File: src/rtl/oled_stream_pkg.sv
// rtl/oled_stream_pkg.sv - shared encodings and constants for the OLED frame streamer
package oled_stream_pkg;
    typedef logic [2:0] state_t;

    localparam state_t S_IDLE  = 3'd0;
    localparam state_t S_START = 3'd1;
    localparam state_t S_BIT   = 3'd2;
    localparam state_t S_ACK   = 3'd3;
    localparam state_t S_STOP  = 3'd4;
    localparam state_t S_GAP   = 3'd5;

    localparam logic [7:0] OLED_CTRL_DATA   = 8'h40;
    localparam logic       I2C_WRITE        = 1'b0;
    localparam int         FRAME_BYTES      = 1024;
    localparam int         QUARTERS_PER_BIT = 4;
endpackage

File: src/rtl/oled_frame_streamer_if.sv
// rtl/oled_frame_streamer_if.sv - pixel fetch interface between streamer and text engine
interface oled_frame_streamer_if;
    logic [9:0] pixel_address;
    logic [7:0] pixel_data;

    modport master (output pixel_address, input pixel_data);
    modport slave  (input pixel_address, output pixel_data);
endinterface

File: src/rtl/oled_frame_streamer_i2c_quarter_tick.sv
// rtl/oled_frame_streamer_i2c_quarter_tick.sv - divider pulsing qtick once every CLK_DIV clocks
module i2c_quarter_tick #(
    parameter int CLK_DIV = 25
) (
    input  logic clk,
    input  logic clear_n,
    output logic qtick
);
    localparam int W = $clog2(CLK_DIV);

    logic [W-1:0] cnt;

    assign qtick = (cnt == W'(CLK_DIV - 1));

    always_ff @(posedge clk) begin
        if (!clear_n || qtick) begin
            cnt <= '0;
        end else begin
            cnt <= cnt + W'(1);
        end
    end
endmodule

File: src/rtl/oled_frame_streamer.sv
// rtl/oled_frame_streamer.sv - I2C master streaming 1024-byte GDDRAM frames; OLED_ACK_CHECK_EN enables NACK abort
module oled_frame_streamer
    import oled_stream_pkg::*;
#(
    parameter int         CLK_DIV      = 25,
    parameter logic [6:0] I2C_ADDR     = 7'h3C,
    parameter logic [7:0] CTRL_BYTE    = OLED_CTRL_DATA,
    parameter int         NUM_BYTES    = FRAME_BYTES,
    parameter int         GAP_QUARTERS = 4
) (
    input  logic                         clk,
    input  logic                         reset,
    input  logic                         enable,
    oled_frame_streamer_if.master        pix,
    output logic                         scl_o,
    output logic                         sda_oe,
    input  logic                         sda_i,
    output logic                         busy,
    output logic                         frame_done,
    output logic                         nack_error
);
`ifdef OLED_ACK_CHECK_EN
    localparam bit ACK_CHECK = 1'b1;
`else
    localparam bit ACK_CHECK = 1'b0;
`endif

    localparam int          GW        = (GAP_QUARTERS > 1) ? $clog2(GAP_QUARTERS) : 1;
    localparam logic [GW-1:0] GAP_LAST = GW'(GAP_QUARTERS - 1);
    localparam logic [10:0] LAST_BYTE = 11'(NUM_BYTES + 1);
    localparam logic [9:0]  ADDR_LAST = 10'(NUM_BYTES - 1);
    localparam logic [1:0]  Q_LAST    = 2'(QUARTERS_PER_BIT - 1);

    state_t        state, state_nx;
    logic          qtick;
    logic [1:0]    q;
    logic [2:0]    bit_idx;
    logic [10:0]   byte_cnt;
    logic [7:0]    shift;
    logic [9:0]    addr;
    logic [GW-1:0] gap_cnt;
    logic          ack_bad;
    logic          nack_q;
    logic          nack_now;

    i2c_quarter_tick #(.CLK_DIV(CLK_DIV)) u_tick (
        .clk     (clk),
        .clear_n (reset),
        .qtick   (qtick)
    );

    assign nack_now          = ACK_CHECK && ack_bad;
    assign nack_error        = nack_q;
    assign pix.pixel_address = addr;

    always_ff @(posedge clk) begin
        if (!reset) begin
            state <= S_IDLE;
        end else begin
            state <= state_nx;
        end
    end

    always_comb begin
        state_nx = state;
        if (qtick) begin
            case (state)
                S_IDLE:  if (enable) state_nx = S_START;
                S_START: if (q == 2'd1) state_nx = S_BIT;
                S_BIT:   if (q == Q_LAST && bit_idx == 3'd7) state_nx = S_ACK;
                S_ACK:   if (q == Q_LAST) state_nx = (byte_cnt == LAST_BYTE || nack_now) ? S_STOP : S_BIT;
                S_STOP:  if (q == 2'd2) state_nx = S_GAP;
                S_GAP:   if (gap_cnt == GAP_LAST) state_nx = enable ? S_START : S_IDLE;
                default: state_nx = S_IDLE;
            endcase
        end
    end

    // SCL is high in the second half of every bit/ACK slot, hence q[1].
    always_comb begin
        scl_o      = 1'b1;
        sda_oe     = 1'b0;
        frame_done = 1'b0;
        busy       = (state != S_IDLE);
        case (state)
            S_START: begin
                sda_oe = 1'b1;
                scl_o  = (q == 2'd0);
            end
            S_BIT: begin
                sda_oe = ~shift[7];
                scl_o  = q[1];
            end
            S_ACK:   scl_o = q[1];
            S_STOP: begin
                scl_o      = (q != 2'd0);
                sda_oe     = (q != 2'd2);
                frame_done = qtick && (q == 2'd2) && !nack_q;
            end
            default: ;
        endcase
    end

    always_ff @(posedge clk) begin
        if (!reset) begin
            q        <= '0;
            bit_idx  <= '0;
            byte_cnt <= '0;
            shift    <= '0;
            addr     <= '0;
            gap_cnt  <= '0;
            ack_bad  <= 1'b0;
            nack_q   <= 1'b0;
        end else if (qtick) begin
            q       <= (state_nx != state) ? 2'd0 : q + 2'd1;
            gap_cnt <= (state == S_GAP && state_nx == S_GAP) ? gap_cnt + GW'(1) : '0;
            if (state_nx == S_START && state != S_START) begin
                nack_q <= 1'b0;
            end
            case (state)
                S_START: if (q == 2'd1) begin
                    shift    <= {I2C_ADDR, I2C_WRITE};
                    byte_cnt <= '0;
                    bit_idx  <= '0;
                end
                S_BIT: if (q == Q_LAST) begin
                    shift   <= {shift[6:0], 1'b0};
                    bit_idx <= bit_idx + 3'd1;
                end
                S_ACK: begin
                    if (q == 2'd2) begin
                        ack_bad <= sda_i;
                    end
                    if (q == Q_LAST) begin
                        if (state_nx == S_BIT) begin
                            byte_cnt <= byte_cnt + 11'd1;
                            if (byte_cnt == 11'd0) begin
                                shift <= CTRL_BYTE;
                            end else begin
                                shift <= pix.pixel_data;
                                addr  <= (addr == ADDR_LAST) ? 10'd0 : addr + 10'd1;
                            end
                        end else if (nack_now) begin
                            nack_q <= 1'b1;
                            addr   <= '0;
                        end
                    end
                end
                default: ;
            endcase
        end
    end
endmodule

File: src/flat_wrapper.sv
// flat-port wrapper written by rule: the top's interface ports become plain ports
module oled_frame_streamer_flat import oled_stream_pkg::*;
#(
    parameter int         CLK_DIV      = 25,
    parameter logic [6:0] I2C_ADDR     = 7'h3C,
    parameter logic [7:0] CTRL_BYTE    = OLED_CTRL_DATA,
    parameter int         NUM_BYTES    = FRAME_BYTES,
    parameter int         GAP_QUARTERS = 4
)
  (clk, reset, enable, scl_o, sda_oe, sda_i, busy, frame_done, nack_error, pix_pixel_address, pix_pixel_data);
  oled_frame_streamer_if pix_i ();
  input  logic clk;
  input  logic reset;
  input  logic enable;
  output logic scl_o;
  output logic sda_oe;
  input  logic sda_i;
  output logic busy;
  output logic frame_done;
  output logic nack_error;
  output wire logic [$bits(pix_i.pixel_address)-1:0] pix_pixel_address;
  input wire logic [$bits(pix_i.pixel_data)-1:0] pix_pixel_data;
  assign pix_pixel_address = pix_i.pixel_address;
  assign pix_i.pixel_data = pix_pixel_data;
  oled_frame_streamer #(.CLK_DIV(CLK_DIV), .I2C_ADDR(I2C_ADDR), .CTRL_BYTE(CTRL_BYTE), .NUM_BYTES(NUM_BYTES), .GAP_QUARTERS(GAP_QUARTERS)) u_core (.clk(clk), .reset(reset), .enable(enable), .pix(pix_i), .scl_o(scl_o), .sda_oe(sda_oe), .sda_i(sda_i), .busy(busy), .frame_done(frame_done), .nack_error(nack_error));
endmodule
File: config.mk
export PLATFORM = sky130hd
export DESIGN_NAME = oled_frame_streamer_flat
export DESIGN_NICKNAME = d
export VERILOG_FILES = /design/src/rtl/oled_stream_pkg.sv /design/src/rtl/oled_frame_streamer_if.sv /design/src/rtl/oled_frame_streamer_i2c_quarter_tick.sv /design/src/rtl/oled_frame_streamer.sv /design/src/flat_wrapper.sv
export SDC_FILE = /design/constraint.sdc
export NUM_CORES = 1
export LEC_CHECK = 0
export ABC_AREA = 1
export CAP_MARGIN = 30
export CORE_MARGIN = 2
export CORE_UTILIZATION = 45
export CTS_CLUSTER_SIZE = 20
export DETAILED_ROUTE_END_ITERATION = 8
export PLACE_DENSITY_LB_ADDON = 0.1
export SKIP_CTS_REPAIR_TIMING = 1
export SYNTH_ARGS = -nofsm -noshare
export SYNTH_HDL_FRONTEND = slang
export SYNTH_SLANG_ARGS = --single-unit
File: constraint.sdc
create_clock -name clk -period 1.6 [get_ports clk]
set_input_delay 0.32 -clock clk [delete_from_list [all_inputs] [get_ports clk]]
set_output_delay 0.32 -clock clk [all_outputs]
set_load 0.03 [all_outputs]
==> Implementation_results.wiki <==
{| class="wikitable"
! Metric !! Value
|-
| Outcome || finished, violations left
|-
| Violated checks || setup timing
|-
| Critical-path maximum fanout || 6
|-
| Number of violations of the max-capacitance limit || 0
|-
| Reported net switching power || around 0.46 mW
|-
| CTS Sinks || 44
|-
| Worst reg-to-reg setup slack || -0.31 ns
|-
| Wire length of the first global-routing pass || around 12 mm
|-
| Average cell area after synthesis || around 6.6 um^2
|-
| Number of top-level pins || 27
|-
| Die boundary width || between 80 and 90 um
|-
| Core Rows || 28
|-
| Type of the worst setup path || reg2reg
|-
| Drt drc || 0
|-
| Endpoint of the worst register-to-register path || u_core.pix.pixel_address[7]
|-
| Max-slew violation count || 0
|-
| Overall power of the completed layout || between 1.5 and 2 mW
|-
| Via count || around 3k
|-
| Portion of the clock cycle consumed by the worst path in the final layout || 120%
|-
| Placed wire-length estimate after detailed placement || 5.27 mm
|-
| Worst-case setup margin in the final layout || -0.312 ns
|-
| Startpoint kind of the worst setup timing path || flip-flop
|-
| Length in cells of the worst reg-to-reg path || 14
|-
| Power Density || roughly 450 nW/um^2
|-
| Largest incremental delay on the critical path || 0.35 ns
|-
| Seq cells post-synth || 44
|-
| Number of distinct library cells after synthesis || 34
|-
| Layout Nets || ~560
|-
| Clock Power Share || between 30% and 40%
|-
| Routed wire length || ~8.0 mm
|-
| Layout cell share with drive strength beyond 1 || a little under two fifths
|-
| Maximum level of the CTS H-tree || 2
|-
| CTS root buf || sky130_fd_sc_hd__clkbuf_8
|-
| Combinational cell fraction of total power || 4.9%
|-
| Maximum number of pins on one net before global-route repair || 25
|-
| Vert. Die Dim || between 80 and 90 um
|-
| Maximum frequency from static timing analysis || between 0.5 and 0.6 GHz
|-
| Max Buffers Root-to-Sink || 2
|-
| Number of failing hold endpoints at the final stage || 0
|-
| Placeable core area || around 6000 um^2
|-
| Switching share of total power || between 20% and 30%
|-
| Sequential Power Share || approximately 56%
|-
| Max VDD drop || around 440 uV
|-
| Unrepaired setup endpoints after global routing || yes
|-
| Number of diodes added for antenna fixing || 0
|-
| Data required time of the critical path || 1.84 ns
|-
| Vias/cell || 5.00
|-
| Family with the most delay on the worst path || simple AND/OR/NAND/NOR gates
|-
| Number of instances in the synthesized netlist || approximately 420
|-
| TritonCTS clock tree || yes
|-
| Floorplan die area || 6840 um^2
|-
| Final weighted congestion in routability-driven placement || roughly 0.9
|-
| Number of buffers inserted during clock tree synthesis || 5
|-
| Min-Delay Path Class || reg2reg
|-
| Data arrival time at the worst-slack endpoint || 2.16 ns
|-
| Net count of the mapped netlist || roughly 450
|-
| CP Launch Point || u_core.bit_idx[1]
|-
| Summed instance area of the synthesized netlist || 2790 um^2
|-
| Overflow after GRT || 0
|-
| Number of antenna violations at the first check in global routing || 0
|-
| Final Skew || just under 0.009 ns
|-
| Master of the slowest instance on the critical path || sky130_fd_sc_hd__dfxtp_2
|-
| Number of DRC violations after detailed-routing iteration 0 || between 100 and 150
|-
| Portion of the post-synthesis area used by sequential elements || 31.6%
|-
| Internal power || 1.49 mW
|-
| Count of buffers from port buffering || 24
|-
| Final design utilization || between 70% and 80%
|-
| Worst setup path endpoint || u_core.pix.pixel_address[7]
|-
| Clock Pin Slew Worst Setup and Hold Paths || around 0.09 ns
|-
| Later-pin clock latency in the skew report || ~0.3 ns
|-
| Count of endpoints failing setup in the final report || 40
|-
| Cell depth of the worst min-delay path || 2
|-
| Worst-path cell chain || ha_4 > ha_4 > nand2_2 > inv_2 > nand3_2 > nand2_2 > nor2_4 > nand3_2 > nand2_2 > nand3_4 > nor2_4 > buf_6 > nand3_2 > a21oi_2
|-
| Via count of the first global-routing pass || around 2.8k
|-
| CP Depth || 14
|-
| Routed length per placed instance || about 13 um
|-
| Critical register-to-register path startpoint || u_core.bit_idx[1]
|-
| Drt pass-1 iters || 4
|-
| Static Leakage || around 1.9 nW
|-
| Critical path buffer and inverter count || 2
|-
| Initial cell density of the core || 46.8%
|-
| Signed area change from the synthesized netlist to the final layout || 54.8%
|-
| Global router's overall resource usage || a little over a fifth
|-
| Setup crit end kind || flip-flop
|-
| Yosys warning count || 0
|-
| Final Critical Period || roughly 1.9 ns
|-
| Post-route antenna net violation count || 0
|}
[placed cells by master, fill, tap and decap left out, types with 11 or more instances in the layout]
| master | instances |
|---|---|
| sky130_fd_sc_hd__nand2_1 | 94 |
| sky130_fd_sc_hd__buf_4 | 71 |
| sky130_fd_sc_hd__nor2_1 | 51 |
| sky130_fd_sc_hd__inv_1 | 43 |
| sky130_fd_sc_hd__dfxtp_1 | 32 |
| sky130_fd_sc_hd__nand3_2 | 19 |
| sky130_fd_sc_hd__a21oi_1 | 15 |
| sky130_fd_sc_hd__nand3_1 | 15 |
| sky130_fd_sc_hd__buf_6 | 14 |
| sky130_fd_sc_hd__inv_2 | 12 |
| sky130_fd_sc_hd__nand4_1 | 12 |
| sky130_fd_sc_hd__nand2_2 | 11 |
[sequential cells by signal, indices dropped and copies added, names as in the netlist]
signal                    count
u_core.shift                  8
u_core.bit_idx                3
u_core.q                      2
u_core.pix.pixel_address     10
u_core.state                  3
u_core.byte_cnt              11
u_core.gap_cnt                2
u_core.u_tick.cnt             5
[worst reg2reg max path: cells and delay by family (launching register included)]
| family | cells | cell delay (ns) |
|---|---|---|
| fa+ha+maj | 2 | 0.31 |
| simple gates | 9 | 0.86 |
| flops | 1 | 0.35 |
| buf+inv | 2 | 0.19 |
| compound gates | 1 | 0.14 |
[stage by stage]
stage	std cells	setup TNS (ns)	hold WS (ns)	setup slack (ns)	instance area, um^2
CTS	592	-11.29	0.487	-0.427	3760
finish	606	-8.65	0.471	-0.312	4320
floorplan	423	-2.39	0.430	-0.130	2850
detailed placement	584	-11.27	0.467	-0.388	3670
global placement	584	-10.45	0.442	-0.371	3670
global route	606	-12.88	0.506	-0.430	4320
[cells by family (layout without fill, tap and decap cells)]
group                    after synthesis  after routing  synth area share, %
XOR/XNOR                              10             10                 3.14
flip-flops                            44             44                 31.6
other                                  1              1                0.134
AO/OA/AOI/OAI                         48             48                 9.47
buffers and inverters                 69            176                 10.5
AND/OR/NAND/NOR                      238            239                 39.3
adder cells (fa/ha/maj)               13             13                 5.83
[power groups by stage]
| stage | Sequential, mW | Clock, mW | Combinational, mW |
|---|---|---|---|
| 6_report | 1.10 | 0.753 | 0.0960 |
| 5_1_grt | 1.10 | 0.805 | 0.105 |
| 4_1_cts | 1.10 | 0.767 | 0.0859 |
| 3_5_place_dp | 1.13 | 0 | 0.0853 |
| 3_3_place_gp | 1.13 | 0 | 0.0840 |
| 2_1_floorplan | 1.13 | 0 | 0.0390 |
[worst min path at each step]
| stage | end | start | slack, ns |
|---|---|---|---|
| after floorplan | u_core.u_tick.cnt[0] | u_core.u_tick.cnt[0] | 0.43 |
| after CTS | u_core.bit_idx[0] | u_core.bit_idx[0] | 0.49 |
| final | u_core.gap_cnt[1] | u_core.gap_cnt[1] | 0.47 |
| after detailed placement | u_core.gap_cnt[1] | u_core.gap_cnt[1] | 0.47 |
| after global placement | u_core.gap_cnt[1] | u_core.gap_cnt[1] | 0.44 |
| after global routing | u_core.gap_cnt[1] | u_core.gap_cnt[1] | 0.51 |
[area by class of cell]
class	count	area, um^2
clock inverters	1	7.51
multi-input cells	311	1970
fillers	487	1640
inverters	58	228
repair buffers	110	1030
flip-flops and latches	44	903
well taps	75	93.8
clock buffers	7	86.3
[layer usage]
| layer | global-route usage (%) | up-vias | part of all wire (%) |
|---|---|---|---|
| li1 | - | 1568 | - |
| met1 | 26.0 | 1395 | 45 |
| met2 | 40.8 | 53 | 51 |
| met3 | 3.59 | 11 | 3.1 |
| met4 | 5.57 | 0 | 1.5 |
| met5 | 0 | - | 0 |
[cell usage after synthesis]
library cell	count	area share, %
sky130_fd_sc_hd__o31ai_1	1	0.27
sky130_fd_sc_hd__o221ai_1	1	0.31
sky130_fd_sc_hd__nor2_1	60	8.1
sky130_fd_sc_hd__nand3b_1	3	0.81
sky130_fd_sc_hd__buf_4	3	0.81
sky130_fd_sc_hd__nor3b_1	2	0.54
sky130_fd_sc_hd__nand2_1	103	14
sky130_fd_sc_hd__nand3_4	3	1.9
sky130_fd_sc_hd__nor2_4	3	1.2
sky130_fd_sc_hd__nand2_2	6	1.3
sky130_fd_sc_hd__clkbuf_1	4	0.54
sky130_fd_sc_hd__xor2_1	10	3.1
sky130_fd_sc_hd__a22oi_1	2	0.54
sky130_fd_sc_hd__buf_6	3	1.2
sky130_fd_sc_hd__ha_1	13	5.8
sky130_fd_sc_hd__nor3_1	6	1.1
sky130_fd_sc_hd__nor4_1	2	0.45
sky130_fd_sc_hd__o21ai_0	14	2.5
sky130_fd_sc_hd__inv_2	5	0.67
sky130_fd_sc_hd__buf_2	1	0.18
sky130_fd_sc_hd__inv_1	52	7.0
sky130_fd_sc_hd__nand4_1	12	2.7
sky130_fd_sc_hd__o22ai_1	3	0.67
sky130_fd_sc_hd__a21oi_1	24	4.3
sky130_fd_sc_hd__nand3_2	1	0.36
sky130_fd_sc_hd__a31oi_1	1	0.22
sky130_fd_sc_hd__a21oi_2	2	0.63
sky130_fd_sc_hd__and2_1	1	0.22
sky130_fd_sc_hd__nand3_1	33	5.9
sky130_fd_sc_hd__clkinv_1	1	0.13
sky130_fd_sc_hd__dfxtp_1	44	32
sky130_fd_sc_hd__nand2_4	1	0.40
sky130_fd_sc_hd__conb_1	1	0.13
sky130_fd_sc_hd__nor2_2	2	0.45
Note: power is estimated with default switching activity, not from simulation.
